===== config.mk =====
export PLATFORM = sky130hd
export DESIGN_NAME = key_led_ctrl_flat
export DESIGN_NICKNAME = d
export VERILOG_FILES = /design/src/rtl/key_led_ctrl_if.sv /design/src/rtl/key_led_ctrl.sv /design/src/flat_wrapper.sv
export SDC_FILE = /design/constraint.sdc
export NUM_CORES = 1
export LEC_CHECK = 0
export ABC_AREA = 1
export ABC_CLOCK_PERIOD_IN_PS = 1900
export BUFFER_PORTS_ARGS = -buffer_cell sky130_fd_sc_hd__buf_2
export CORE_ASPECT_RATIO = 1.4
export CORE_MARGIN = 2
export CORE_UTILIZATION = 61
export CTS_BUF_LIST = sky130_fd_sc_hd__clkbuf_4 sky130_fd_sc_hd__clkbuf_8
export CTS_CLUSTER_DIAMETER = 120
export DETAILED_ROUTE_END_ITERATION = 10
export PLACE_DENSITY = 0.86
export SYNTH_ARGS = -nofsm -noshare
export SYNTH_HDL_FRONTEND = slang
export SYNTH_SLANG_ARGS = --single-unit

===== constraint.sdc =====
create_clock -name Clk -period 1.9 [get_ports Clk]
set_clock_uncertainty 0.1 [all_clocks]
set_input_delay 0.38 -clock Clk [delete_from_list [all_inputs] [get_ports Clk]]
set_output_delay 0.38 -clock Clk [all_outputs]
set_load 0.005 [all_outputs]

===== src/rtl/key_led_ctrl_if.sv =====
// key_led_ctrl_if: key event inputs and LED/mode outputs of key_led_ctrl.
//   key_flag0/1  : one-cycle debounced-edge pulses from the key debouncers
//   key_state0/1 : debounced key levels, 0 = pressed
//   led          : 4-bit LED drive, 1 = on
//   mode         : current mode (00 IDLE, 01 COUNT, 10 RUN, 11 BLINK)
// The slave modport is the controller; the master modport is whoever drives the keys.
interface key_led_ctrl_if;
  logic       key_flag0;
  logic       key_state0;
  logic       key_flag1;
  logic       key_state1;
  logic [3:0] led;
  logic [1:0] mode;

  modport slave (
    input  key_flag0, key_state0, key_flag1, key_state1,
    output led, mode
  );

  modport master (
    output key_flag0, key_state0, key_flag1, key_state1,
    input  led, mode
  );
endinterface


===== src/rtl/key_led_ctrl.sv =====
// key_led_ctrl: 4-mode key controller and LED pattern scheduler.
//   Clk   : system clock, rising edge
//   Rst_n : asynchronous active-low reset
//   bus   : key_led_ctrl_if.slave (key flags/levels in, led/mode out)
// key1 presses step the mode IDLE->COUNT->RUN->BLINK->IDLE; key0 presses act
// within the mode. An internal prescaler produces the RUN/BLINK pattern ticks.
module key_led_ctrl #(
  parameter int TICK_CNT  = 25_000_000,
  parameter int TICK_FAST = 6_250_000
) (
  input  logic           Clk,
  input  logic           Rst_n,
  key_led_ctrl_if.slave  bus
);

  localparam int PW = (TICK_CNT > 2) ? $clog2(TICK_CNT) : 1;
  localparam logic [PW-1:0] LIM_SLOW = PW'(TICK_CNT - 1);
  localparam logic [PW-1:0] LIM_FAST = PW'(TICK_FAST - 1);

  typedef enum logic [1:0] {IDLE = 2'b00, COUNT = 2'b01, RUN = 2'b10, BLINK = 2'b11} mode_t;

  mode_t         mode_q, mode_n;
  logic [3:0]    led_q, led_n;
  logic [3:0]    cnt_q, cnt_n;
  logic          dir_q, dir_n;   // 0 = left, 1 = right
  logic          spd_q, spd_n;   // 0 = slow, 1 = fast
  logic          ph_q,  ph_n;
  logic [PW-1:0] psc_q, psc_n;

  logic          p0, p1, tick;
  logic [PW-1:0] lim;

  // Only press edges count; release flags arrive with state = 1.
  assign p0 = bus.key_flag0 & ~bus.key_state0;
  assign p1 = bus.key_flag1 & ~bus.key_state1;

  assign bus.led  = led_q;
  assign bus.mode = mode_q;

  always_ff @(posedge Clk or negedge Rst_n) begin
    if (!Rst_n) begin
      mode_q <= IDLE;
      led_q  <= 4'b0000;
      cnt_q  <= 4'd0;
      dir_q  <= 1'b0;
      spd_q  <= 1'b0;
      ph_q   <= 1'b0;
      psc_q  <= '0;
    end else begin
      mode_q <= mode_n;
      led_q  <= led_n;
      cnt_q  <= cnt_n;
      dir_q  <= dir_n;
      spd_q  <= spd_n;
      ph_q   <= ph_n;
      psc_q  <= psc_n;
    end
  end

  always_comb begin
    mode_n = mode_q;
    led_n  = led_q;
    cnt_n  = cnt_q;
    dir_n  = dir_q;
    spd_n  = spd_q;
    ph_n   = ph_q;
    psc_n  = psc_q;
    lim    = (mode_q == BLINK && spd_q) ? LIM_FAST : LIM_SLOW;
    tick   = (mode_q == RUN || mode_q == BLINK) && (psc_q == lim);

    if (p1) begin
      // Mode change wins over any same-cycle key0 press; cnt is retained.
      psc_n = '0;
      dir_n = 1'b0;
      spd_n = 1'b0;
      ph_n  = 1'b0;
      unique case (mode_q)
        IDLE:    begin mode_n = COUNT; led_n = cnt_q;   end
        COUNT:   begin mode_n = RUN;   led_n = 4'b0001; end
        RUN:     begin mode_n = BLINK; led_n = 4'b0000; end
        default: begin mode_n = IDLE;  led_n = 4'b0000; end
      endcase
    end else begin
      unique case (mode_q)
        IDLE: begin
          led_n = 4'b0000;
          psc_n = '0;
        end
        COUNT: begin
          psc_n = '0;
          if (p0) cnt_n = cnt_q + 4'd1;
          led_n = cnt_n;
        end
        RUN: begin
          psc_n = tick ? '0 : psc_q + 1'b1;
          if (p0) dir_n = ~dir_q;
          // A coincident key0 press already steers this rotation.
          if (tick) led_n = dir_n ? {led_q[0], led_q[3:1]} : {led_q[2:0], led_q[3]};
        end
        default: begin
          // A speed change restarts the period and suppresses a coincident tick.
          if (p0) begin
            spd_n = ~spd_q;
            psc_n = '0;
          end else begin
            psc_n = tick ? '0 : psc_q + 1'b1;
            if (tick) begin
              ph_n  = ~ph_q;
              led_n = {4{~ph_q}};
            end
          end
        end
      endcase
    end
  end

endmodule


===== src/flat_wrapper.sv =====
// flat-port wrapper written by rule: the top's interface ports become plain ports
module key_led_ctrl_flat 
#(
  parameter int TICK_CNT  = 25_000_000,
  parameter int TICK_FAST = 6_250_000
)
  (Clk, Rst_n, bus_key_flag0, bus_key_state0, bus_key_flag1, bus_key_state1, bus_led, bus_mode);
  key_led_ctrl_if bus_i ();
  input  logic Clk;
  input  logic Rst_n;
  input wire logic [$bits(bus_i.key_flag0)-1:0] bus_key_flag0;
  input wire logic [$bits(bus_i.key_state0)-1:0] bus_key_state0;
  input wire logic [$bits(bus_i.key_flag1)-1:0] bus_key_flag1;
  input wire logic [$bits(bus_i.key_state1)-1:0] bus_key_state1;
  output wire logic [$bits(bus_i.led)-1:0] bus_led;
  output wire logic [$bits(bus_i.mode)-1:0] bus_mode;
  assign bus_i.key_flag0 = bus_key_flag0;
  assign bus_i.key_state0 = bus_key_state0;
  assign bus_i.key_flag1 = bus_key_flag1;
  assign bus_i.key_state1 = bus_key_state1;
  assign bus_led = bus_i.led;
  assign bus_mode = bus_i.mode;
  key_led_ctrl #(.TICK_CNT(TICK_CNT), .TICK_FAST(TICK_FAST)) u_core (.Clk(Clk), .Rst_n(Rst_n), .bus(bus_i));
endmodule

# After elaboration in Yosys (flattened, before gate mapping)

Index checks and enable logic that the tools add are counted.

Flip-flop bits (word level): 38
Output and inout bits: 6
Input port bits: 6

Reductions and logical operators: 14
Equal/unequal tests: 8
Mux-type cells: 26
Add/subtract/negate cells: 2
Bitwise gates (word level): 8

Operator list:

| kind                    | number |
|---|---|
| $mux W25                | 4 |
| $pmux W25 S2            | 1 |
| $add A25 B1 Y25 const B | 1 |
| $eq A25 B25 Y1          | 1 |
| $mux W4                 | 6 |
| $mux W1                 | 12 |
| $pmux W4 S3             | 1 |
| $pmux W4 S2             | 1 |
| $not A1 Y1              | 6 |
| $pmux W2 S3             | 1 |
| $reduce_and A3 Y1       | 2 |
| $reduce_bool A2 Y1      | 3 |
| $ne A5 B5 Y1 const B    | 1 |
| $add A4 B1 Y4 const B   | 1 |
| $eq A2 B2 Y1 const B    | 2 |
| $reduce_and A2 Y1       | 2 |
| $reduce_bool A4 Y1      | 1 |
| $ne A3 B1 Y1 const B    | 1 |
| $reduce_or A3 Y1        | 1 |
| $and A1 B1 Y1           | 2 |
| $eq A2 B1 Y1 const B    | 1 |
| $logic_and A1 B1 Y1     | 2 |
| $logic_not A2 Y1        | 1 |
| $ne A2 B1 Y1 const B    | 1 |
| other kinds (3)         | 3 |

# Longest topological paths before layout

Depth after elaboration: 9
Depth in mapped cells: 13
Mapped depth without buffers: 13

# Least setup slack after synthesis

Ideal clock, no wire load.

Kind: reg2reg
Start: reg u_core.mode_q[0] (netlist: u_core.bus.mode[0])
End: reg u_core.psc_q[0]
Setup slack: 149 ps
Setup time: 126 ps
Required time: 1674 ps
Cell stages (with the launch flop): 12
Arrival: 1525 ps
Cells stage by stage: dfrtp_1 inv_1 ha_1 buf_2 nor2_1 nor2_1 nand2_1 nor2_1 nand3_2 nand3_2 buf_2 nor2_1

Word-level cells in the longest chain between the ends: 9

RTL lines:

| element                  | line                                    | source |
|---|---|---|
| start: declaration       | key_led_ctrl.sv:22                      | `mode_t mode_q, mode_n;` |
| start signal: assignment | key_led_ctrl.sv:50                      | `mode_q <= mode_n;` |
| $eq A2 B2 Y1             | key_led_ctrl.sv:68, key_led_ctrl.sv:69  |  |
| $logic_and A1 B1 Y1      | key_led_ctrl.sv:68                      | `lim = (mode_q == BLINK && spd_q) ? LIM_FAST : LIM_SLOW;` |
| $mux W25                 | key_led_ctrl.sv:68                      |  |
| $eq A25 B25 Y1           | key_led_ctrl.sv:69                      | `tick = (mode_q == RUN \|\| mode_q == BLINK) && (psc_q == lim);` |
| $logic_and A1 B1 Y1      | key_led_ctrl.sv:69                      |  |
| $mux W25                 | key_led_ctrl.sv:95, key_led_ctrl.sv:106 |  |
| $mux W25                 | key_led_ctrl.sv:102                     | `if (p0) begin` |
| $pmux W25 S2 *           | key_led_ctrl.sv:84                      | `unique case (mode_q)` |
| $mux W25 *               | key_led_ctrl.sv:71                      | `if (p1) begin` |
| net u_core.psc_n[0]      | key_led_ctrl.sv:28                      | `logic [PW-1:0] psc_q, psc_n;` |
| end signal: assignment   | key_led_ctrl.sv:56                      | `psc_q <= psc_n;` |
| end: declaration         | key_led_ctrl.sv:28                      |  |

The timed path passes the listed nets; every way through them passes the cells marked *.
A chain may end at the register's enable or synchronous reset.

# Final worst setup path

Start: reg u_core.psc_q[1]
End: reg u_core.psc_q[16]

Word-level cells in the longest chain between the ends: 6

RTL lines:

| element                                                 | line |
|---|---|
| branches (longest 2 deep; another with $add A25 B1 Y25) | -- |
| $mux W25 *                                              | key_led_ctrl.sv:95, key_led_ctrl.sv:106 |
| $mux W25                                                | key_led_ctrl.sv:102 |
| $pmux W25 S2 *                                          | key_led_ctrl.sv:84 |
| $mux W25 *                                              | key_led_ctrl.sv:71 |
| net u_core.psc_n[16]                                    | key_led_ctrl.sv:28 |

Mark *: on every way through the listed nets, which the timed path passes.

==> flow_summary_export.csv <==
group,metric,value,unit
floorplanning,fp.dieW,58.4,um
cts,clk_path_buf_depth,2,
finish,area_growth,16.4,%
global_route,grt_max_degree,39,
setup_path,reg2reg_depth,8,
placement,gp_congestion,0.859,
synthesis,postSynthCellCount,344,
synthesis,yosysMostFrequentCell,"nand2_1",
synthesis,syn_nets,357,
global_route,overflow,0,
floorplanning,core_area,0.00395,mm2
synthesis,ys.flop_type,"dfrtp_1",
cts,cts_sinks,38,
floorplanning,fp.dieH,80.1,um
synthesis,synth_area_leaders,"dfrtp_1 38%, nand2_1 13%, nor2_1 8.3%, inv_1 5.9%, nand3_1 5.6%",
sta,period_minus_slack,1.87,ns
sta,fin_crit_sh,0.982,
synthesis,synthesis.area,0.00252,mm2
cts,clkTransAtPathRegs,0.08,ns
sta,rsz0062_at_grt,"true",
sta,finalSetupViolations,0,
setup_path,cp-start-kind,"register",
setup_path,path_class,"reg -> reg",
synthesis,synth_cell_type_count,39,
placement,pre_cts_ws,-0.00774,ns
synthesis,ys_seq_area_frac,0.377,
floorplanning,start_util,0.638,
routing,vias,2346,
job,maxCapViolCount,0,
synthesis,synth_top_cell_area_share,0.377,
synthesis,synth_edf_count,0,
setup_path,rr_startpoint,"u_core.psc_q[1]",
sta,relSlewSlack,0.671,
synthesis,async_reset_ff_frac,1.00,
sta,setup_slack,0.0335,ns
synthesis,yosys_warnings,0,
finish,nFillCells,288,
synthesis,ys_seq_elements,38,
routing,viasPerCell,5.55,
finish,antenna_cells,0,
cts,htree_levels,2,
finish,multiInputGateArea,0.00144,mm2
global_route,grt_pass1_wl,10300,um
pwr,p_per_area,992,mW/mm2
routing,drc,0,
finish,seq_area,951,um2
sta,slew_viol_final,0,
sta,worstMarginPinSlew,0.493,ns
setup_path,r2r_end,"u_core.psc_q[16]",
routing,drt_iter0_drc,111,
hold_path,hp-class,"in -> async",
synthesis,avgSynthCellArea,7.34,um2
floorplanning,die_area,0.00467,mm2
global_route,grt_pass1_vias,2327,
sta,fin_tns_setup,0,ns
cts,cts_tree,"yes",
sta,finalHoldViolCount,0,
cts,root_buffer,"clkbuf_8",
floorplanning,row_count,27,
run_status,outcome,"complete, no violations",
floorplanning,io_pins,12,
cts,cts_buffers,5,
cts,postCtsHoldBufs,0,
setup_path,end_kind,"register",
global_route,grtUsageTotal,0.293,
placement,hpwl,4330,um
routing,drt-pass1-iter-count,4,
setup_path,worstPathMaxFanout,4,
pwr,cellLeakagePower,1.41,nW
global_route,antenna_found_initial,0,
cts,clkLatencyLatePin,0.30,ns
sta,clock.fmax,536,MHz
synthesis,synth_top_area_cell,"dfrtp_1",
pwr,ir_drop,0.804,mV
finish,drive_gt1_frac,0.195,
placement,portBuffers,11,
setup_path,r2r_slack,0.03,ns
setup_path,cp.arrival,1.96,ns
synthesis,synth_common_cells,"90 x nand2_1, 56 x nor2_1, 40 x inv_1",
routing,drt_wl_total,5890,um
setup_path,critPathRequiredTime,1.99,ns
routing,wl_per_cell,13.9,um
routing,drtAntennaViolNets,0,
finish,final_net_count,392,
## layout by cell type (no fill, tap or decap), types with 6 or more instances in the layout
cell / count
nand2_1: 89
nor2_1: 56
inv_1: 38
dfrtp_1: 38
nand3_1: 27
buf_4: 19
xor2_1: 11
buf_2: 11
o21ai_0: 10
nor3_1: 7
nand4_1: 6
## per-layer routing
metal,global-route usage,up-vias,routed length [um]
met2,0.517,69,3130
li1,-,1167,-
met4,0.184,0,294
met3,0.0548,29,223
met5,0,-,0
met1,0.313,1081,2240
## through the flow
stage / power (mW) / utilization / instances / hold slack, ns / instance area (um2)
after global placement: 2.05 / 0.685 / 407 / 0.363 / 2710
after CTS: 2.81 / 0.716 / 415 / 0.0409 / 2830
after floorplan: 1.75 / - / 344 / -0.0156 / 2520
after global routing: 3.15 / 0.743 / 423 / 0.0859 / 2940
after detailed placement: 2.08 / 0.685 / 407 / 0.363 / 2710
final: 2.92 / 0.743 / 423 / 0.0189 / 2940
## critical path, cell delays in order, from the launching register on
cell and delay, ns:
dfrtp_1 0.41, ha_4 0.17, nand3_4 0.11, nor2_4 0.24, nand2_4 0.09, nor4_4 0.26, buf_4 0.16, xor2_1 0.15
nor2_1 0.06
## area by class of cell
class | instances | share of cell area
clock buffers | 6 | 0.0260
clock inverters | 2 | 0.0128
inverters | 43 | 0.0549
multi-input cells | 259 | 0.489
flip-flops and latches | 38 | 0.324
well taps | 43 | 0.0183
repair buffers | 32 | 0.0750
## state kept, by name (all words and copies together), names as in the netlist
signal,flops
u_core.bus.led,4
u_core.bus.mode,2
u_core.cnt_q,4
u_core.dir_q,1
u_core.ph_q,1
u_core.psc_q,25
u_core.spd_q,1
## how the worst max path moves through the flow
stage | depth (start not counted) | startpoint | slack [ns] | end
after floorplan | 11 | u_core.bus.mode[0] | 0.15 | u_core.psc_q[0]
after global placement | 8 | u_core.bus.mode[1] | 0.05 | u_core.psc_q[19]
after detailed placement | 8 | u_core.bus.mode[1] | -0.008 | u_core.psc_q[13]
after CTS | 8 | u_core.bus.mode[0] | 0.04 | u_core.psc_q[17]
after global routing | 9 | u_core.psc_q[1] | -0.04 | u_core.psc_q[24]
final | 8 | u_core.psc_q[1] | 0.03 | u_core.psc_q[16]
## cells by family (layout without fill, tap and decap cells)
kind of cell	after synthesis	after routing	synth area share
DFF	38	38	0.377
AOI/OAI and AO/OA	18	18	0.0392
buffers and inverters	47	83	0.0724
and+or+nand+nor	219	219	0.425
xor gates and xnor gates	15	15	0.0521
adders and majority gates	7	7	0.0347
## power breakdown
group	internal, mW	leakage [nW]	switching [mW]
clock	0.406	0.0548	0.307
sequential	0.921	0.520	0.121
combinational	0.472	0.839	0.689
## repair_timing
| item | in CTS | in global routing |
|---|---|---|
| gates resized for setup | 1 | 13 |
| endpoints found under the setup margin | 11 | 26 |
| pin swaps | 0 | 6 |
| setup buffers | 0 | 8 |
Note: power is estimated with default switching activity, not from simulation.
